==> config.mk <==
export PLATFORM = sky130hd
export DESIGN_NAME = cross_bar_drr_arbiter_mx1
export DESIGN_NICKNAME = d
export VERILOG_FILES = /design/src/rtl/cross_bar_drr_arbiter_mx1.sv
export SDC_FILE = /design/constraint.sdc
export NUM_CORES = 1
export LEC_CHECK = 0
export CORE_MARGIN = 5
export CORE_UTILIZATION = 27
export DETAILED_ROUTE_END_ITERATION = 7
export SLEW_MARGIN = 10
export SYNTH_ARGS = -nofsm -noshare
export SYNTH_HDL_FRONTEND = slang
export SYNTH_SLANG_ARGS = --single-unit
==> constraint.sdc <==
create_clock -name aclk -period 7.54 [get_ports aclk]
set_input_delay 1.508 -clock aclk [delete_from_list [all_inputs] [get_ports aclk]]
set_output_delay 1.508 -clock aclk [all_outputs]
set_load 0.02 [all_outputs]
==> src/rtl/cross_bar_drr_arbiter_mx1.sv <==
// M-to-1 AXI-Stream packet arbiter using deficit round robin; whole packets only,
// granted channel index forwarded on m_axis_tid.
module cross_bar_drr_arbiter_mx1 #(
  parameter int unsigned MSEL_WIDTH = 2,
  parameter int unsigned CHANNEL_NO = 2**MSEL_WIDTH,
  parameter int unsigned DATA_WIDTH = 32,
  parameter int unsigned DC_WIDTH   = 16,
  parameter int unsigned QUANTUM    = 8
) (
  input  logic                           aclk,
  input  logic                           areset,
  input  logic [CHANNEL_NO*DC_WIDTH-1:0] s_axis_plen,
  input  logic [CHANNEL_NO*DATA_WIDTH-1:0] s_axis_tdata,
  input  logic [CHANNEL_NO-1:0]          s_axis_tvalid,
  input  logic [CHANNEL_NO-1:0]          s_axis_tlast,
  output logic [CHANNEL_NO-1:0]          s_axis_tready,
  output logic [DATA_WIDTH-1:0]          m_axis_tdata,
  output logic [MSEL_WIDTH-1:0]          m_axis_tid,
  output logic                           m_axis_tvalid,
  output logic                           m_axis_tlast,
  input  logic                           m_axis_tready,
  output logic                           len_err
);

  localparam logic [DC_WIDTH-1:0]   DC_MAX   = '1;
  localparam logic [MSEL_WIDTH-1:0] PTR_LAST = MSEL_WIDTH'(CHANNEL_NO - 1);

  typedef enum logic [1:0] {VISIT, CHECK, ACTIVE} state_t;

  state_t                  state, state_nx;
  logic [MSEL_WIDTH-1:0]   ptr, ptr_nx, ptr_inc;
  logic [DC_WIDTH-1:0]     dc    [CHANNEL_NO];
  logic [DC_WIDTH-1:0]     dc_nx [CHANNEL_NO];
  logic [DC_WIDTH-1:0]     rem, rem_nx;

  logic [DC_WIDTH-1:0]     plen_a [CHANNEL_NO];
  logic [DATA_WIDTH-1:0]   data_a [CHANNEL_NO];

  logic [DC_WIDTH-1:0]     cur_dc, cur_plen, eff_len, dc_topped;
  logic [DC_WIDTH:0]       dc_sum;
  logic                    cur_valid, cur_last;

  // Per-channel views of the flattened input buses
  for (genvar g = 0; g < CHANNEL_NO; g++) begin : g_view
    assign plen_a[g] = s_axis_plen[g*DC_WIDTH +: DC_WIDTH];
    assign data_a[g] = s_axis_tdata[g*DATA_WIDTH +: DATA_WIDTH];
  end

  assign cur_dc    = dc[ptr];
  assign cur_plen  = plen_a[ptr];
  assign cur_valid = s_axis_tvalid[ptr];
  assign cur_last  = s_axis_tlast[ptr];
  assign eff_len   = (cur_plen == '0) ? DC_WIDTH'(1) : cur_plen;
  assign ptr_inc   = (ptr == PTR_LAST) ? '0 : ptr + MSEL_WIDTH'(1);

  // Quantum top-up saturates at all-ones so long packets eventually get granted
  assign dc_sum    = {1'b0, cur_dc} + (DC_WIDTH+1)'(QUANTUM);
  assign dc_topped = dc_sum[DC_WIDTH] ? DC_MAX : dc_sum[DC_WIDTH-1:0];

  always_ff @(posedge aclk) begin
    if (areset) begin
      state <= VISIT;
      ptr   <= '0;
      rem   <= '0;
      for (int i = 0; i < int'(CHANNEL_NO); i++) dc[i] <= '0;
    end else begin
      state <= state_nx;
      ptr   <= ptr_nx;
      rem   <= rem_nx;
      for (int i = 0; i < int'(CHANNEL_NO); i++) dc[i] <= dc_nx[i];
    end
  end

  always_comb begin
    state_nx      = state;
    ptr_nx        = ptr;
    rem_nx        = rem;
    dc_nx         = dc;
    m_axis_tvalid = 1'b0;
    m_axis_tlast  = 1'b0;
    m_axis_tdata  = '0;
    m_axis_tid    = '0;
    s_axis_tready = '0;
    len_err       = 1'b0;

    unique case (state)
      VISIT: begin
        if (!cur_valid) begin
          dc_nx[ptr] = '0;
          ptr_nx     = ptr_inc;
        end else begin
          dc_nx[ptr] = dc_topped;
          state_nx   = CHECK;
        end
      end

      CHECK: begin
        if (!cur_valid) begin
          dc_nx[ptr] = '0;
          ptr_nx     = ptr_inc;
          state_nx   = VISIT;
        end else if (eff_len <= cur_dc || cur_dc == DC_MAX) begin
          rem_nx   = eff_len;
          state_nx = ACTIVE;
        end else begin
          ptr_nx   = ptr_inc;
          state_nx = VISIT;
        end
      end

      ACTIVE: begin
        m_axis_tvalid      = cur_valid;
        m_axis_tdata       = data_a[ptr];
        m_axis_tlast       = cur_last;
        m_axis_tid         = ptr;
        s_axis_tready[ptr] = m_axis_tready;
        // Accepted beat: charge the deficit, track declared length, re-check after tlast
        if (cur_valid && m_axis_tready) begin
          if (cur_dc != '0) dc_nx[ptr] = cur_dc - DC_WIDTH'(1);
          if (rem == '0) len_err = 1'b1;
          else           rem_nx  = rem - DC_WIDTH'(1);
          if (cur_last) state_nx = CHECK;
        end
      end

      default: state_nx = VISIT;
    endcase
  end

endmodule

## Word-level counts from Yosys, hierarchy flattened

Cells that the tools add are included.

| storage, ports and cells | value |
|---|---|
| register bits after elaboration | 84 |
| logic and storage cells | 99 |

| operators by class | value |
|---|---|
| order comparisons | 5 |
| eq/ne operators | 14 |
| muxes and demuxes | 50 |
| $add $sub $neg | 4 |
| reduce and logical (&&, ||, !) cells | 15 |
| bitwise gates (word level) | 4 |

Operator list:

| operator | number |
|---|---|
| $mux 64 | 4 |
| $pmux 64 s3 | 1 |
| $mux 16 | 11 |
| $bwmux 64 | 2 |
| $mux 32 | 3 |
| $and 64x64->64 | 1 |
| $bmux 16 s2 | 2 |
| $bmux 32 s2 | 1 |
| $not 64->64 | 1 |
| $demux 16 s2 | 1 |
| $logic_not 16->1 | 2 |
| $pmux 16 s2 | 1 |
| $sub 16x1->16 const B | 2 |
| $mux 2 | 10 |
| $ne 2x2->1 const B | 9 |
| $add 16x4->17 const B | 1 |
| $eq 16x16->1 const B | 1 |
| $le 16x16->1 | 1 |
| $reduce_bool 16->1 | 1 |
| $mux 1 | 8 |
| $pmux 2 s3 | 1 |
| $reduce_and 3->1 | 2 |
| $reduce_and 5->1 | 1 |
| $and 4x4->4 | 1 |
| other kinds (19) | 24 |

## Logic depth before layout (Yosys ltp)

Gate-level depths: netlist of run 1.

| depth | value |
|---|---|
| depth after elaboration | 11 |
| depth in mapped cells | 17 |
| mapped depth without buffers | 12 |

## Worst setup path before layout of run 1

OpenSTA, ideal clock, no wires.

| timing path | value |
|---|---|
| path kind | input -> register |
| start point | input port s_axis_plen[55] |
| end point | register rem[8] |
| data required time | 7.470 ns |
| slack | 3.006 ns |
| cell stages on the path | 13 |
| library setup time | 0.070 ns |
| arrival | 4.463 ns |
| cells stage by stage | mux4_2 or4_1 nor4_1 a31oi_1 ha_1 nor2b_1 o211ai_1 a21oi_1 nor4bb_1 o41ai_2 buf_2 o21ai_0 a21oi_1 |

| between the ends | value |
|---|---|
| word-level cells in the longest chain between the ends | 9 |

RTL lines:

| item | RTL line | text |
|---|---|---|
| start, declared | 12 | `input logic [CHANNEL_NO*DC_WIDTH-1:0] s_axis_plen,` |
| $bmux 16 s2 * | 50 | `assign cur_plen = plen_a[ptr];` |
| $mux 16 (implied by the code) * (2 in a row) | 50 |  |
| $logic_not 16->1 | 53 | `assign eff_len = (cur_plen == '0) ? DC_WIDTH'(1) : cur_plen;` |
| $mux 16 * | 53 |  |
| $le 16x16->1 | 102 | `end else if (eff_len <= cur_dc \|\| cur_dc == DC_MAX) begin` |
| $logic_or 1x1->1 | 102 |  |
| $ne 2x2->1 (no source line) | -- |  |
| $reduce_and 5->1 (no source line) | -- |  |
| end signal, assigned | 69 | `rem <= rem_nx;` |
| end, declared | 34 | `logic [DC_WIDTH-1:0] rem, rem_nx;` |

Mark *: on every way between the ends. The rest lies on a longest branch, timed or not. The select of a mux whose other input is x is not followed.
A chain may end at the register's enable or synchronous reset.

## Worst setup path in the final report of run 1

| timing path | value |
|---|---|
| start point | input port s_axis_tvalid[1] |
| end point | output port m_axis_tvalid |

| between the ends | value |
|---|---|
| word-level cells in the longest chain between the ends | 3 |

RTL lines:

| item | RTL line | text |
|---|---|---|
| start, declared | 14 | `input logic [CHANNEL_NO-1:0] s_axis_tvalid,` |
| $bmux 1 s2 | 51 | `assign cur_valid = s_axis_tvalid[ptr];` |
| $mux 1 (implied by the code) | 51 |  |
| $mux 1 | 86 | `unique case (state)` |
| end, declared | 19 | `output logic m_axis_tvalid,` |

No other way between the ends. The select of a mux whose other input is x is not followed.

==> impl_metrics.env, run 1 <==
export IMPL_outcome="completed"
export IMPL_timing_fmax_mhz=192
export IMPL_layout_common_cells="sky130_fd_sc_hd__clkdlybuf4s50_1, sky130_fd_sc_hd__nand2_1, sky130_fd_sc_hd__a21oi_1"
export IMPL_synthDominantCellAreaShare_pct=19.6
export IMPL_static_leakage_power_uw=0.00389
export IMPL_number_of_library_cell_types_mapped_by_synthesis=77
export IMPL_timing_reg2reg_setup_slack_ps=3240
export IMPL_clock_skew_ps=8.70
export IMPL_die_h_um=188
export IMPL_wirelength_mm=37.4
export IMPL_clk_latency_ps=370
export IMPL_htree_levels=3
export IMPL_clock_tree_root_cell="sky130_fd_sc_hd__clkbuf_16"
export IMPL_grt_setup_unrepaired="false"
export IMPL_timing_critical_path_max_delay_family="buffers and inverters"
export IMPL_core_rowCount=65
export IMPL_clock_power_share_pct=9.4
export IMPL_syn_avg_cell_area_um2=8.44
export IMPL_cts_hold_buf=0
export IMPL_crit_arrival_ps=3700
export IMPL_final_min_period_over_clock_period_pct=69.1
export IMPL_critical_path_peak_fanout=26
export IMPL_power_per_cell_area_nw_per_um2=468
export IMPL_tritoncts_clock_tree="done"
export IMPL_vdd_ir_drop_max_mv=0.257
export IMPL_gp_routability_congestion=0.936
export IMPL_maximum_number_of_pins_on_one_net_before_global_route_repair=76
export IMPL_actual_transition_at_the_worst_max_transition_pin_ps=1160
export IMPL_totalPowerFinal_uw=5420
export IMPL_postRouteAntennaNets=0
export IMPL_route_vias_total=9891
export IMPL_setup_worst_path_end_class="output pin"
export IMPL_async_flop_share_pct=0
export IMPL_register_area_um2=1690
export IMPL_tns_ps=0
export IMPL_crit_reg2reg_launch="ptr[1]"
export IMPL_synth_warning_count=0
export IMPL_first_iter_violations=1303
export IMPL_maximum_buffer_depth_of_the_clock_tree=2
export IMPL_finish_net_count=1436
export IMPL_routed_wire_length_per_instance_um=23.3
export IMPL_final_hold_violation_count=0
export IMPL_number_of_cells_upsized_or_downsized_after_cts=0
export IMPL_area_growth_synth_to_final_pct=34.6
export IMPL_via_density_per_instance=6.15
export IMPL_worstRegToRegCells=8
export IMPL_yosysSeqAreaShare_pct=19.6
export IMPL_cts_post_setup_buffers_inserted=0
export IMPL_grt_pass1_vias=9560
export IMPL_yosys_most_used_dff="sky130_fd_sc_hd__dfxtp_1"
export IMPL_p_comb_share_pct=72.7
export IMPL_final_setup_worst_slack_ps=2330
export IMPL_post_synth_main_area_contributors="sky130_fd_sc_hd__dfxtp_1, sky130_fd_sc_hd__mux4_2, sky130_fd_sc_hd__nand2_1, sky130_fd_sc_hd__a21oi_1, sky130_fd_sc_hd__ha_1"
export IMPL_syn_num_nets=1252
export IMPL_grt_pass1_wl_mm=56.3
export IMPL_place_ws_ps=2390
export IMPL_power_switching_fraction_pct=55.2
export IMPL_finalSetupViolCount=0
export IMPL_netlist_top_cell_by_area="sky130_fd_sc_hd__dfxtp_1"
export IMPL_synth_enable_flop_cells=0
export IMPL_net_switching_power_uw=2990
export IMPL_whs_ps=492
export IMPL_dr_pass1_iters=6
export IMPL_share_seq_of_total_power_pct=17.9
export IMPL_multi_input_area_um2=6410
export IMPL_n_antenna_cell=0
export IMPL_crit_top_cell="sky130_fd_sc_hd__clkdlybuf4s50_1"
export IMPL_category_of_the_critical_setup_timing_path="primary input to output pin"
export IMPL_layout_filler_cells=3140
export IMPL_clk_transition_reported_paths_ps=70
export IMPL_io_buffers=243
export IMPL_min_period_ps=5210
export IMPL_startpoint="s_axis_tvalid[1]"
export IMPL_global_route_overflow_total=0
export IMPL_cts_made_buffers=9
export IMPL_floorplan_die_width_um=188
export IMPL_detailedPlacementHpwl_mm=26.3
export IMPL_most_common_cell_after_layout_fill_and_taps_aside="sky130_fd_sc_hd__clkdlybuf4s50_1"
export IMPL_crit_chain="clkdlybuf4s50_1 -> mux4_2 -> inv_2 -> nor2_1 -> clkdlybuf4s50_1"
export IMPL_hold_path_class="register to register"
export IMPL_final_max_slew_viol_count=0
export IMPL_slowest_stage="sky130_fd_sc_hd__mux4_2"
export IMPL_dieArea_um2=35500
export IMPL_tightest_slew_margin_relative_to_the_limit_pct=21.7
export IMPL_cpPeakStageDelay_ps=670
export IMPL_critical_path_buf_inv_count=3
export IMPL_gr_usage_all_layers_pct=20.1
export IMPL_mappedNetlistArea_um2=8590
export IMPL_drive_above_1_share_pct=12.2
export IMPL_critPathLaunchType="primary input"
export IMPL_boundaryPins=244
export IMPL_hold_path_cell_count=2
export IMPL_cellInternalPower_uw=2430
export IMPL_synth_ff_latch_count=84
export IMPL_count_of_unresolved_drc_violations_after_routing=0
export IMPL_critical_path_required_ps=6030
export IMPL_core_um2=31500
export IMPL_clkSinkCount=84
export IMPL_cap_viol_max_count=0
export IMPL_antenna_found_initial=0
export IMPL_initial_standard_cell_utilization_of_the_core_pct=27.3
export IMPL_syn_inst=1018
cell families (layout without fill, tap and decap cells):
| group | count (synthesis) | count (layout) | share of synthesized area, % |
|---|---|---|---|
| AO/OA/AOI/OAI | 334 | 334 | 27.6 |
| XOR/XNOR | 15 | 15 | 1.79 |
| adder cells (fa/ha/maj) | 31 | 31 | 4.51 |
| buffers and inverters | 114 | 303 | 6.41 |
| flip-flops | 84 | 84 | 19.6 |
| multiplexers | 69 | 69 | 17.9 |
| AND/OR/NAND/NOR | 371 | 371 | 22.2 |
Yosys cell counts (all sizes together), types with 3 or more instances:
master   instances
a211o            5
a211oi           3
a21o             3
a21oi           93
a221o           29
a221oi          34
a31o             3
a32o            13
and2            43
and3             7
buf             37
clkbuf          47
dfxtp           84
ha              31
inv             29
mux4            67
nand2          132
nand2b           4
nand3           34
nand3b           5
nand4           18
nor2            61
nor3            28
nor4            15
o211ai          31
o21a             3
o21ai           64
o21bai           4
o22ai            3
o2bb2ai          3
o31a             6
o31ai           13
o32ai            4
o41ai            7
or2              3
or3             10
or4              3
xnor2           15
power by group through the flow:
stage               Clock [uW]  Sequential [uW]  Combinational, uW
floorplan                    0              788               2900
global placement             0              961               3770
detailed placement           0              967               3820
CTS                        512              959               3840
global route               529             1000               4200
finish                     512              969               3940
worst max path at each step:
| stage | slack [ps] | to | cells past startpoint |
|---|---|---|---|
| 6_report | 2330 | m_axis_tvalid | 5 |
| 5_1_grt | 2300 | m_axis_tvalid | 5 |
| 4_1_cts | 2390 | m_axis_tvalid | 5 |
| 3_5_place_dp | 2390 | m_axis_tvalid | 5 |
| 3_3_place_gp | 2410 | m_axis_tvalid | 5 |
| 2_1_floorplan | 3010 | rem[8] | 13 |
per-stage QoR:
stage / instance area (um^2) / std cells / utilization [%]
CTS: 11600 / 1609 / 36.7
finish: 11600 / 1609 / 36.7
global placement: 11200 / 1593 / 35.7
global route: 11600 / 1609 / 36.7
detailed placement: 11200 / 1593 / 35.7
floorplan: 8590 / 1018 / -
tightest hold or removal path: cells and delay by family (launching register included):
kind,cells,cell delay (ps)
AND/OR/NAND/NOR,1,60
flip-flops,1,330
AO/OA/AOI/OAI,1,60
layer usage:
layer,up-vias,global-route usage (%),share of wire [%]
li1,4340,-,-
met1,4774,26.1,39
met2,656,32.3,46
met3,121,4.46,11
met4,0,8.55,4.5
met5,-,0,0
area by class of cell:
type                            count  share of cell area, %
Clock inverter                      7                  0.833
Clock buffer                        9                   1.95
Timing Repair Buffer              257                   21.9
Tap cell                          402                   4.35
Multi-Input combinational cell    820                   55.4
Inverter                           30                  0.974
Sequential cell                    84                   14.6
Power figures use the tool's default switching activity.
==> run 2, diff against run 1 <==
==> constraint.sdc (replaced) <==
create_clock -name aclk -period 4.25 [get_ports aclk]
set_input_delay 0.85 -clock aclk [delete_from_list [all_inputs] [get_ports aclk]]
set_output_delay 0.85 -clock aclk [all_outputs]
set_load 0.02 [all_outputs]
==> run 2 against run 1 <==
Compared with the run above:
- via count increased by 0.87%
- clock power increased by 59%
- utilization increased by 0.98 points
- setup slack got worse by 2200 ps
- clock-buffer cell count increased by 2
- register-to-register slack got worse by 3000 ps
- non-clock buffer count increased by 47
- total power increased by 83%
- wire length increased by 1.2%
- combinational power increased by 90%
- largest cell class unchanged
- highest routed layer unchanged
==> impl_metrics.env, run 2 (synthesis gave the netlist of run 1 again) <==
export IMPL_outcome="completed"
export IMPL_placed_area_um2=11600
export IMPL_detailedPlacementHpwl_mm=28.2
export IMPL_via_density_per_instance=6.03
export IMPL_clock_tree_root_cell="sky130_fd_sc_hd__clkbuf_16"
export IMPL_io_buffers=243
export IMPL_route_vias_total=9977
export IMPL_final_min_period_over_clock_period_pct=95.9
export IMPL_global_route_overflow_total=0
export IMPL_boundaryPins=244
export IMPL_gp_routability_congestion=0.999
export IMPL_core_um2=31500
export IMPL_cts_made_buffers=9
export IMPL_actual_transition_at_the_worst_max_transition_pin_ps=1200
export IMPL_power_per_cell_area_nw_per_um2=833
export IMPL_tightest_slew_margin_relative_to_the_limit_pct=19.4
export IMPL_drive_above_1_share_pct=15.0
export IMPL_p_comb_share_pct=75.6
export IMPL_antenna_found_initial=0
export IMPL_first_iter_violations=1257
export IMPL_layout_filler_cells=3139
export IMPL_maximum_buffer_depth_of_the_clock_tree=2
export IMPL_top_usage_layer="met2"
export IMPL_n_antenna_cell=0
export IMPL_die_h_um=188
export IMPL_tritoncts_clock_tree="done"
export IMPL_dieArea_um2=35500
export IMPL_finalSetupViolCount=0
export IMPL_floorplan_die_width_um=188
export IMPL_count_of_unresolved_drc_violations_after_routing=0
export IMPL_global_route_usage_met1_pct=26.6
export IMPL_power_switching_fraction_pct=54.4
export IMPL_clk_transition_reported_paths_ps=70
export IMPL_dr_pass1_iters=6
export IMPL_share_seq_of_total_power_pct=16.2
export IMPL_clock_skew_ps=8.21
export IMPL_final_setup_worst_slack_ps=174
export IMPL_cellInternalPower_uw=4510
export IMPL_place_ws_ps=-192
export IMPL_routed_wire_length_per_instance_um=22.9
export IMPL_multi_input_area_um2=6390
export IMPL_totalPowerFinal_uw=9890
export IMPL_final_max_slew_viol_count=0
export IMPL_grt_pass1_wl_mm=57.6
export IMPL_gr_usage_all_layers_pct=20.6
export IMPL_hold_path_class="register to register"
export IMPL_postRouteAntennaNets=0
export IMPL_layout_common_cells="sky130_fd_sc_hd__clkdlybuf4s50_1, sky130_fd_sc_hd__nand2_1, sky130_fd_sc_hd__a21oi_1"
export IMPL_htree_levels=3
export IMPL_clkSinkCount=84
export IMPL_net_switching_power_uw=5390
export IMPL_critical_path_required_ps=4500
export IMPL_clk_latency_ps=360
export IMPL_wirelength_mm=37.9
export IMPL_area_growth_synth_to_final_pct=38.2
export IMPL_core_util_final_pct=37.7
export IMPL_clock_power_share_pct=8.2
export IMPL_min_period_ps=4080
export IMPL_grt_pass1_vias=9713
export IMPL_category_of_the_critical_setup_timing_path="primary input to register"
export IMPL_vdd_ir_drop_max_mv=0.467
export IMPL_initial_standard_cell_utilization_of_the_core_pct=27.3
export IMPL_grt_met2_use_pct=33.8
export IMPL_static_leakage_power_uw=0.00409
export IMPL_grt_met3_usage_pct=5.11
export IMPL_critical_path_peak_fanout=5
export IMPL_most_common_cell_after_layout_fill_and_taps_aside="sky130_fd_sc_hd__clkdlybuf4s50_1"
export IMPL_finish_net_count=1483
export IMPL_crit_arrival_ps=4330
export IMPL_maximum_number_of_pins_on_one_net_before_global_route_repair=76
export IMPL_critPathLaunchType="primary input"
export IMPL_cts_post_setup_buffers_inserted=0
export IMPL_timing_fmax_mhz=245
export IMPL_whs_ps=489
export IMPL_final_hold_violation_count=0
export IMPL_design_area_um2=11900
export IMPL_register_area_um2=1690
export IMPL_cap_viol_max_count=0
export IMPL_setup_worst_path_end_class="register"
export IMPL_core_rowCount=65
## run 2: cell count changes in the layout (fill, tap and decap cells not counted), moves of 2 or more
cell                        change
sky130_fd_sc_hd__buf_4         +46
sky130_fd_sc_hd__bufinv_16      -2
sky130_fd_sc_hd__inv_6          -2
sky130_fd_sc_hd__nor2_1         +3
sky130_fd_sc_hd__nor2_2         -3
sky130_fd_sc_hd__o41ai_1        +4
sky130_fd_sc_hd__o41ai_2        -4
## run 2: worst max-delay path, stage by stage
cell and delay, ps:
sky130_fd_sc_hd__clkdlybuf4s50_1 420, sky130_fd_sc_hd__mux4_2 480, sky130_fd_sc_hd__or4_1 580, sky130_fd_sc_hd__nor4_2 230
sky130_fd_sc_hd__a31oi_1 150, sky130_fd_sc_hd__ha_1 240, sky130_fd_sc_hd__nor2b_1 140, sky130_fd_sc_hd__o211ai_1 110
sky130_fd_sc_hd__a21oi_2 150, sky130_fd_sc_hd__nor4bb_2 90, sky130_fd_sc_hd__o41ai_2 330, sky130_fd_sc_hd__buf_4 230
sky130_fd_sc_hd__a21oi_1 50, sky130_fd_sc_hd__o221a_2 280
## run 2: final timing paths
kind | start | endpoint | slack [ps] | cells past startpoint
setup / recovery | s_axis_plen[55] | rem[15] | 170 | 14
setup reg to reg | ptr[0] | rem[15] | 280 | 12
hold / removal | register | register | 490 | 2
hold reg to reg | register | register | 490 | 2
## run 2: cell type report
cell class / count / share of cell area [%]
well taps: 402 / 4.24
flip-flops and latches: 84 / 14.2
multi-input cells: 820 / 53.9
inverters: 30 / 0.948
clock inverters: 3 / 0.179
clock buffers: 11 / 2.22
repair buffers: 304 / 24.3
## run 2: metal layers
| metal | up-vias | routed length (um) |
|---|---|---|
| met5 | - | 0 |
| met4 | 0 | 1330 |
| met3 | 99 | 4050 |
| met2 | 624 | 17700 |
| met1 | 4812 | 14800 |
| li1 | 4442 | - |
## run 2: stage by stage
step,std cells,setup TNS [ps]
detailed placement,1639,-2110
global route,1654,-10.5
finish,1654,0
global placement,1639,-667
floorplan,1018,0
CTS,1653,0
## run 2: timing repair
| action | 4_1_cts | 5_1_grt |
|---|---|---|
| resized for setup | 0 | 4 |
| hold buffers | 0 | 0 |
| setup endpoints to repair | 0 | 13 |
## run 2: power groups by stage
stage                     Clock, uW  Sequential [uW]  Combinational (uW)
after floorplan                   0             1400                5150
after global placement            0             1590                7140
after detailed placement          0             1600                7220
after CTS                       814             1590                7250
after global routing            852             1660                8000
final                           814             1600                7480
